--- config.mk ---
export PLATFORM = sky130hd
export DESIGN_NAME = ps2_command_scheduler_flat
export DESIGN_NICKNAME = d
export VERILOG_FILES = /design/src/rtl/ps2_command_scheduler_pkg.sv /design/src/rtl/ps2_command_scheduler_if.sv /design/src/rtl/ps2_command_scheduler_cmd_fifo.sv /design/src/rtl/ps2_command_scheduler_scan_map.sv /design/src/rtl/ps2_command_scheduler.sv /design/src/flat_wrapper.sv
export SDC_FILE = /design/constraint.sdc
export NUM_CORES = 1
export LEC_CHECK = 0
export CORE_ASPECT_RATIO = 1.2
export CORE_MARGIN = 2
export CORE_UTILIZATION = 49
export CTS_CLUSTER_DIAMETER = 120
export DETAILED_ROUTE_END_ITERATION = 10
export PLACE_DENSITY = 0.69
export SKIP_CTS_REPAIR_TIMING = 1
export SLEW_MARGIN = 25
export SYNTH_ARGS = -nofsm -noshare
export SYNTH_HDL_FRONTEND = slang
export SYNTH_SLANG_ARGS = --single-unit
--- constraint.sdc ---
create_clock -name clock -period 3.47 [get_ports clock]
set_input_delay 0.8675 -clock clock [delete_from_list [all_inputs] [get_ports clock]]
set_output_delay 0.8675 -clock clock [all_outputs]
set_load 0.02 [all_outputs]
--- src/rtl/ps2_command_scheduler_pkg.sv ---
// Shared definitions for the PS/2 command scheduler: decode FSM states and
// the scan-code constants the decoder reacts to.
package ps2_command_scheduler_pkg;

    typedef enum logic [1:0] {
        ST_IDLE  = 2'd0,
        ST_BREAK = 2'd1,
        ST_EXT   = 2'd2
    } state_t;

    localparam logic [7:0] SCAN_F0    = 8'hF0;
    localparam logic [7:0] SCAN_E0    = 8'hE0;
    localparam logic [7:0] ENTER_CODE = 8'h5A;
    localparam logic [7:0] BKSP_CODE  = 8'h66;

    localparam int CMD_WIDTH = 32;

endpackage

--- src/rtl/ps2_command_scheduler_if.sv ---
// Key-input and command-output handshake bundle of the scheduler.
// The slave side is the scheduler; the master side is keyboard plus processor.
interface ps2_command_scheduler_if;
    import ps2_command_scheduler_pkg::*;

    logic                 key_valid;
    logic [7:0]           key_scan;
    logic                 cmd_valid;
    logic                 cmd_ready;
    logic [CMD_WIDTH-1:0] cmd_data;

    modport slave (
        input  key_valid,
        input  key_scan,
        input  cmd_ready,
        output cmd_valid,
        output cmd_data
    );

    modport master (
        output key_valid,
        output key_scan,
        output cmd_ready,
        input  cmd_valid,
        input  cmd_data
    );

endinterface

--- src/rtl/ps2_command_scheduler_cmd_fifo.sv ---
// Show-ahead command FIFO. A push while full is only taken when a pop frees
// a slot on the same edge; valid is registered from the next-state count.
module cmd_fifo #(
    parameter int DEPTH = 4,
    parameter int WIDTH = 32
) (
    input  logic             clock,
    input  logic             resetn,
    input  logic             push,
    input  logic [WIDTH-1:0] push_data,
    input  logic             pop,
    output logic [WIDTH-1:0] head,
    output logic             valid,
    output logic [3:0]       count,
    output logic             full
);

    localparam int AW = (DEPTH > 1) ? $clog2(DEPTH) : 1;

    logic [WIDTH-1:0] mem [DEPTH];
    logic [AW-1:0]    rd_ptr;
    logic [AW-1:0]    wr_ptr;
    logic             do_push;
    logic             do_pop;
    logic [3:0]       count_next;

    assign full    = (count == 4'(DEPTH));
    assign do_pop  = pop && valid;
    assign do_push = push && (!full || do_pop);
    assign head    = mem[rd_ptr];

    always_comb begin
        count_next = count;
        if (do_push && !do_pop) begin
            count_next = count + 4'd1;
        end else if (do_pop && !do_push) begin
            count_next = count - 4'd1;
        end
    end

    always_ff @(posedge clock) begin
        if (do_push) begin
            mem[wr_ptr] <= push_data;
        end
    end

    // Pointers wrap naturally because DEPTH is a power of two.
    always_ff @(posedge clock or negedge resetn) begin
        if (!resetn) begin
            rd_ptr <= '0;
            wr_ptr <= '0;
            count  <= 4'd0;
            valid  <= 1'b0;
        end else begin
            if (do_push) begin
                wr_ptr <= wr_ptr + 1'b1;
            end
            if (do_pop) begin
                rd_ptr <= rd_ptr + 1'b1;
            end
            count <= count_next;
            valid <= (count_next != 4'd0);
        end
    end

endmodule

--- src/rtl/ps2_command_scheduler_scan_map.sv ---
// Combinational PS/2 set-2 scan code to ASCII map for letters and digits;
// anything else maps to 8'h00.
module ps2_scan_to_ascii (
    input  logic [7:0] scan,
    output logic [7:0] ascii
);

    always_comb begin
        ascii = 8'h00;
        case (scan)
            8'h1C: ascii = 8'h41;
            8'h32: ascii = 8'h42;
            8'h21: ascii = 8'h43;
            8'h23: ascii = 8'h44;
            8'h24: ascii = 8'h45;
            8'h2B: ascii = 8'h46;
            8'h34: ascii = 8'h47;
            8'h33: ascii = 8'h48;
            8'h43: ascii = 8'h49;
            8'h3B: ascii = 8'h4A;
            8'h42: ascii = 8'h4B;
            8'h4B: ascii = 8'h4C;
            8'h3A: ascii = 8'h4D;
            8'h31: ascii = 8'h4E;
            8'h44: ascii = 8'h4F;
            8'h4D: ascii = 8'h50;
            8'h15: ascii = 8'h51;
            8'h2D: ascii = 8'h52;
            8'h1B: ascii = 8'h53;
            8'h2C: ascii = 8'h54;
            8'h3C: ascii = 8'h55;
            8'h2A: ascii = 8'h56;
            8'h1D: ascii = 8'h57;
            8'h22: ascii = 8'h58;
            8'h35: ascii = 8'h59;
            8'h1A: ascii = 8'h5A;
            8'h45: ascii = 8'h30;
            8'h16: ascii = 8'h31;
            8'h1E: ascii = 8'h32;
            8'h26: ascii = 8'h33;
            8'h25: ascii = 8'h34;
            8'h2E: ascii = 8'h35;
            8'h36: ascii = 8'h36;
            8'h3D: ascii = 8'h37;
            8'h3E: ascii = 8'h38;
            8'h46: ascii = 8'h39;
            default: ascii = 8'h00;
        endcase
    end

endmodule

--- src/rtl/ps2_command_scheduler.sv ---
// Assembles PS/2 keystrokes into up-to-four-character command words and
// queues finished words for a processor through a show-ahead FIFO.
module ps2_command_scheduler
    import ps2_command_scheduler_pkg::*;
#(
    parameter int         DEPTH      = 4,
    parameter logic [7:0] ENTER_CODE = ps2_command_scheduler_pkg::ENTER_CODE,
    parameter logic [7:0] BKSP_CODE  = ps2_command_scheduler_pkg::BKSP_CODE
) (
    input  logic                   clock,
    input  logic                   resetn,
    ps2_command_scheduler_if.slave bus,
    output logic                   echo_valid,
    output logic [7:0]             echo_char,
    output logic [2:0]             char_count,
    output logic [3:0]             fifo_count,
    output logic                   overflow
);

    state_t               state;
    logic [CMD_WIDTH-1:0] word;
    logic [7:0]           ascii;
    logic                 idle_key;
    logic                 enter_key;
    logic                 bksp_key;
    logic                 accept_char;
    logic                 push;
    logic [CMD_WIDTH-1:0] push_word;
    logic [CMD_WIDTH-1:0] shifted_word;
    logic                 fifo_valid;
    logic                 fifo_full;
    logic                 pop;

    ps2_scan_to_ascii u_map (
        .scan  (bus.key_scan),
        .ascii (ascii)
    );

    // Enter and backspace take priority over the character map and are
    // no-ops on an empty partial word.
    always_comb begin
        idle_key     = bus.key_valid && (state == ST_IDLE) &&
                       (bus.key_scan != SCAN_F0) && (bus.key_scan != SCAN_E0);
        enter_key    = idle_key && (bus.key_scan == ENTER_CODE) && (char_count != 3'd0);
        bksp_key     = idle_key && (bus.key_scan == BKSP_CODE) && (char_count != 3'd0);
        accept_char  = idle_key && (bus.key_scan != ENTER_CODE) &&
                       (bus.key_scan != BKSP_CODE) && (ascii != 8'h00);
        shifted_word = {word[23:0], ascii};
        push         = enter_key || (accept_char && (char_count == 3'd3));
        push_word    = enter_key ? word : shifted_word;
    end

    assign pop = fifo_valid && bus.cmd_ready;

    always_ff @(posedge clock or negedge resetn) begin
        if (!resetn) begin
            state      <= ST_IDLE;
            word       <= '0;
            char_count <= 3'd0;
            echo_valid <= 1'b0;
            echo_char  <= 8'h00;
        end else begin
            echo_valid <= 1'b0;
            if (bus.key_valid) begin
                case (state)
                    ST_IDLE: begin
                        if (bus.key_scan == SCAN_F0) begin
                            state <= ST_BREAK;
                        end else if (bus.key_scan == SCAN_E0) begin
                            state <= ST_EXT;
                        end
                    end
                    ST_BREAK: state <= ST_IDLE;
                    ST_EXT:   state <= (bus.key_scan == SCAN_F0) ? ST_BREAK : ST_IDLE;
                    default:  state <= ST_IDLE;
                endcase
            end
            if (push) begin
                word       <= '0;
                char_count <= 3'd0;
            end else if (accept_char) begin
                word       <= shifted_word;
                char_count <= char_count + 3'd1;
            end else if (bksp_key) begin
                word       <= word >> 8;
                char_count <= char_count - 3'd1;
            end
            if (accept_char) begin
                echo_valid <= 1'b1;
                echo_char  <= ascii;
            end
        end
    end

    // A full FIFO without a same-edge pop drops the word and latches overflow.
    always_ff @(posedge clock or negedge resetn) begin
        if (!resetn) begin
            overflow <= 1'b0;
        end else if (push && fifo_full && !pop) begin
            overflow <= 1'b1;
        end
    end

    cmd_fifo #(
        .DEPTH (DEPTH),
        .WIDTH (CMD_WIDTH)
    ) u_fifo (
        .clock     (clock),
        .resetn    (resetn),
        .push      (push),
        .push_data (push_word),
        .pop       (bus.cmd_ready),
        .head      (bus.cmd_data),
        .valid     (fifo_valid),
        .count     (fifo_count),
        .full      (fifo_full)
    );

    assign bus.cmd_valid = fifo_valid;

endmodule

--- src/flat_wrapper.sv ---
// flat-port wrapper written by rule: the top's interface ports become plain ports
module ps2_command_scheduler_flat import ps2_command_scheduler_pkg::*;
#(
    parameter int         DEPTH      = 4,
    parameter logic [7:0] ENTER_CODE = ps2_command_scheduler_pkg::ENTER_CODE,
    parameter logic [7:0] BKSP_CODE  = ps2_command_scheduler_pkg::BKSP_CODE
)
  (clock, resetn, echo_valid, echo_char, char_count, fifo_count, overflow, bus_key_valid, bus_key_scan, bus_cmd_ready, bus_cmd_valid, bus_cmd_data);
  ps2_command_scheduler_if bus_i ();
  input  logic clock;
  input  logic resetn;
  output logic echo_valid;
  output logic [7:0] echo_char;
  output logic [2:0] char_count;
  output logic [3:0] fifo_count;
  output logic overflow;
  input wire logic [$bits(bus_i.key_valid)-1:0] bus_key_valid;
  input wire logic [$bits(bus_i.key_scan)-1:0] bus_key_scan;
  input wire logic [$bits(bus_i.cmd_ready)-1:0] bus_cmd_ready;
  output wire logic [$bits(bus_i.cmd_valid)-1:0] bus_cmd_valid;
  output wire logic [$bits(bus_i.cmd_data)-1:0] bus_cmd_data;
  assign bus_i.key_valid = bus_key_valid;
  assign bus_i.key_scan = bus_key_scan;
  assign bus_i.cmd_ready = bus_cmd_ready;
  assign bus_cmd_valid = bus_i.cmd_valid;
  assign bus_cmd_data = bus_i.cmd_data;
  ps2_command_scheduler #(.DEPTH(DEPTH), .ENTER_CODE(ENTER_CODE), .BKSP_CODE(BKSP_CODE)) u_core (.clock(clock), .resetn(resetn), .bus(bus_i), .echo_valid(echo_valid), .echo_char(echo_char), .char_count(char_count), .fifo_count(fifo_count), .overflow(overflow));
endmodule
==> summary.txt <==
Timing
  – Final setup fails: 0
  – Fin crit period: 3.426 ns
  – FMAX: 291.9 MHz
  – Actual slew at the worst max-slew pin: 0.7381 ns
  – Final TNS setup: 0 ns
  – Clk_skew: 0.007706 ns
  – Final Worst Setup Slack: 0.04411 ns
  – Max transition margin: 50.79%
  – Hold Vio Cnt, Final: 0
  – Max Transition Viols Final: 0
  – Final Cycle Share: 98.73%

Power
  – Int Pwr: 4.989 mW
  – Clock group share of total power: 26.3%
  – Flop pwr share: 39.0%
  – Switching power share of the total: 32.89%
  – Leak: 4.427 nW
  – Overall power: 7.433 mW
  – Pwr Density: 675.7 mW/mm2
  – Comb power frac: 34.7%
  – NetSw: 2.444 mW
  – Peak VDD IR: 0.5159 mV

Finish
  – Total Nets Final: 808
  – Layout cell share with drive strength beyond 1: 28.55%
  – Final core occ: 65.03%
  – Final instance area: 0.01100 mm2
  – Layout area overhead: 29.62%
  – Multi-input logic area: 0.003282 mm2
  – Fillcell total: 1271
  – N_diodes: 0
  – Register area: 0.005221 mm2

Logic synthesis
  – Ys flop type: edfxtp_1
  – Syn Area/Cell: 13.24 um2
  – Synth Instances: 641
  – Cell variety after synth: 62
  – Ys async rst share: 30.05%
  – Post-Syn Nets: 667
  – Most common cell in the netlist: edfxtp_1
  – Seq/Total Area, Yosys: 61.51%
  – Synth Register Bits: 183
  – Top cell type's share of synthesized area: 45.29%
  – Yosys warns: 0
  – Area contributors post-synth: edfxtp_1 (45%), dfrtp_1 (16%), mux4_2 (8.5%)
  – EDFF count, synth: 128
  – Commonest cells in the netlist: edfxtp_1 (128), nand2_1 (116), dfrtp_1 (55)
  – Yosys top cell by area: edfxtp_1
  – Mapped cell area: 0.008487 mm2

Critical path
  – CP Launch Point: bus_key_scan[1]
  – Critical path type: input pin to register
  – Most used cell, CP: buf_6
  – Worst setup EP type: register
  – CP endpoint: u_core.u_fifo.valid
  – CP max-delay cell: or4_1
  – Max incr delay on CP: 0.53 ns
  – Worst-path maximum fanout: 5
  – Worst r2r dst: u_core.u_fifo.valid
  – Arrival @ worst endpoint: 3.72 ns
  – Req. time, crit path: 3.77 ns
  – R2r setup slk: 0.69 ns
  – Reg2reg start: u_core.state[1]
  – R2R depth: 8
  – CP startpoint kind: input pin
  – CP Cell Sequence: buf_6 > buf_6 > ha_4 > buf_6 > nand2b_4 > a31oi_4 > o211ai_1 > o32ai_4 > nor3_2 > a31oi_4 > a21o_1 > buf_6 > mux2i_4 > xnor2_2 > or4_1

GRT
  – Largest net degree at the start of global routing: 56
  – Congestion Overflow GR: 0
  – Vias in the first global route: 6031
  – Antenna violations before repair: 0
  – First-pass GRT wire length: 33.53 mm
  – Total GRT Usage: 24.34%

Clock network
  – CTS Sinks: 183
  – Clock tree buffer depth: 2
  – CTS Buf Count: 17
  – CTS root buf: clkbuf_16
  – Clk Latency, worst-skew pair: 0.43 ns
  – TritonCTS clock tree: yes
  – Worst-path clk slew: 0.07 ns
  – H-tree depth: 4

Detailed routing
  – Avg WL per Cell: 21.19 um
  – Iteration-0 DRC Markers: 404
  – Via-per-instance ratio: 5.752
  – DRC: 0
  – Post-Route WL: 21.43 mm
  – DRT antenna net count: 0
  – First drt pass iteration count: 4
  – Vias after detailed routing: 5815

Floorplanning
  – Rows: 52
  – Die area: 0.01839 mm2
  – Starting density of the core: 50.17%
  – # IOs: 62
  – Core Box Area: 0.01692 mm2
  – Die Wd: 124.1 um
  – Die H: 148.2 um

Status
  – Outcome: complete, no violations

Placed design
  – Placer Congestion: 0.8764
  – Place WS: -0.7945 ns
  – Port Buffers: 60
  – Dpl hpwl: 14.70 mm
  – Post-DP Area: 0.01006 mm2

Hold path
  – HP Class: register to register

Flow run
  – Max-Cap Viols: 0
worst min path at each step:
stage,from,cells past startpoint,end
finish,u_core.overflow,1,u_core.overflow
CTS,u_core.overflow,1,u_core.overflow
detailed placement,u_core.overflow,1,u_core.overflow
global placement,u_core.overflow,1,u_core.overflow
floorplan,u_core.word[1],2,u_core.word[1]
global route,u_core.overflow,1,u_core.overflow
cells by family after synthesis:
kind of cell | synth area share, %
compound gates | 8.625
fa+ha+maj | 2.152
mux | 12.44
other cells | 0.04419
xor+xnor | 0.7224
buf+inv | 2.786
flops | 61.51
simple gates | 11.72
stage by stage:
| stage | instances | hold slack [ns] |
|---|---|---|
| 5_1_grt | 1011 | 0.5070 |
| 3_3_place_gp | 968 | 0.4666 |
| 6_report | 1011 | 0.4705 |
| 3_5_place_dp | 968 | 0.4628 |
| 4_1_cts | 1000 | 0.4766 |
| 2_1_floorplan | 641 | 0.4876 |
power by group through the flow:
stage / combinational (mW) / clock (mW) / sequential [mW]
final: 2.58 / 1.96 / 2.90
after detailed placement: 2.50 / 0 / 2.93
after CTS: 2.52 / 1.99 / 2.89
after floorplan: 1.43 / 0 / 2.91
after global routing: 2.79 / 2.08 / 2.92
after global placement: 2.45 / 0 / 2.92
cells in the final DEF, fill, tap and decap left out, drive strengths merged, types with 3 or more instances in the layout:
cell,instances
edfxtp,128
nand2,116
buf,108
dfrtp,55
clkdlybuf4s50,51
nor2,34
mux4,32
mux2i,29
o31ai,23
clkbuf,19
inv,18
a21oi,17
a31oi,16
and3,13
ha,13
a21o,12
o21ai,11
nor3,10
and2,8
dlymetal6s2s,6
xnor2,6
nor3b,5
a211oi,5
nand2b,5
nor2b,4
o211ai,4
nand3,4
mux2,4
nor4,3
clkinv,3
cell type report:
class / count / area share [%]
flip-flops and latches: 183 / 47.46
multi-input cells: 403 / 29.83
repair buffers: 167 / 14.39
clock buffers: 17 / 3.867
well taps: 216 / 2.457
clock inverters: 15 / 1.649
inverters: 10 / 0.3412
worst max-delay path, delay by kind of cell:
kind	cells	cell delay, ns
mux	1	0.19
buf+inv	4	0.49
compound gates	5	0.94
fa+ha+maj	1	0.16
simple gates	3	0.90
xor+xnor	1	0.17
metal layers:
layer  GRT usage, %  share of wire, %  vias to the layer above
li1               -                 -                     2681
met5              0                 0                        -
met4          6.573               2.0                        0
met1          30.95                41                     2950
met3          4.218               3.2                       26
met2          42.73                54                      158
sequential cells by signal, indices dropped and copies added, names as in the netlist:
signal / flops
u_core.char_count: 3
u_core.echo_char: 7
u_core.echo_valid: 1
u_core.overflow: 1
u_core.state: 2
u_core.u_fifo.count: 4
u_core.u_fifo.mem: 128
u_core.u_fifo.rd_ptr: 2
u_core.u_fifo.valid: 1
u_core.u_fifo.wr_ptr: 2
u_core.word: 32
Note: power is estimated with default switching activity, not from simulation.
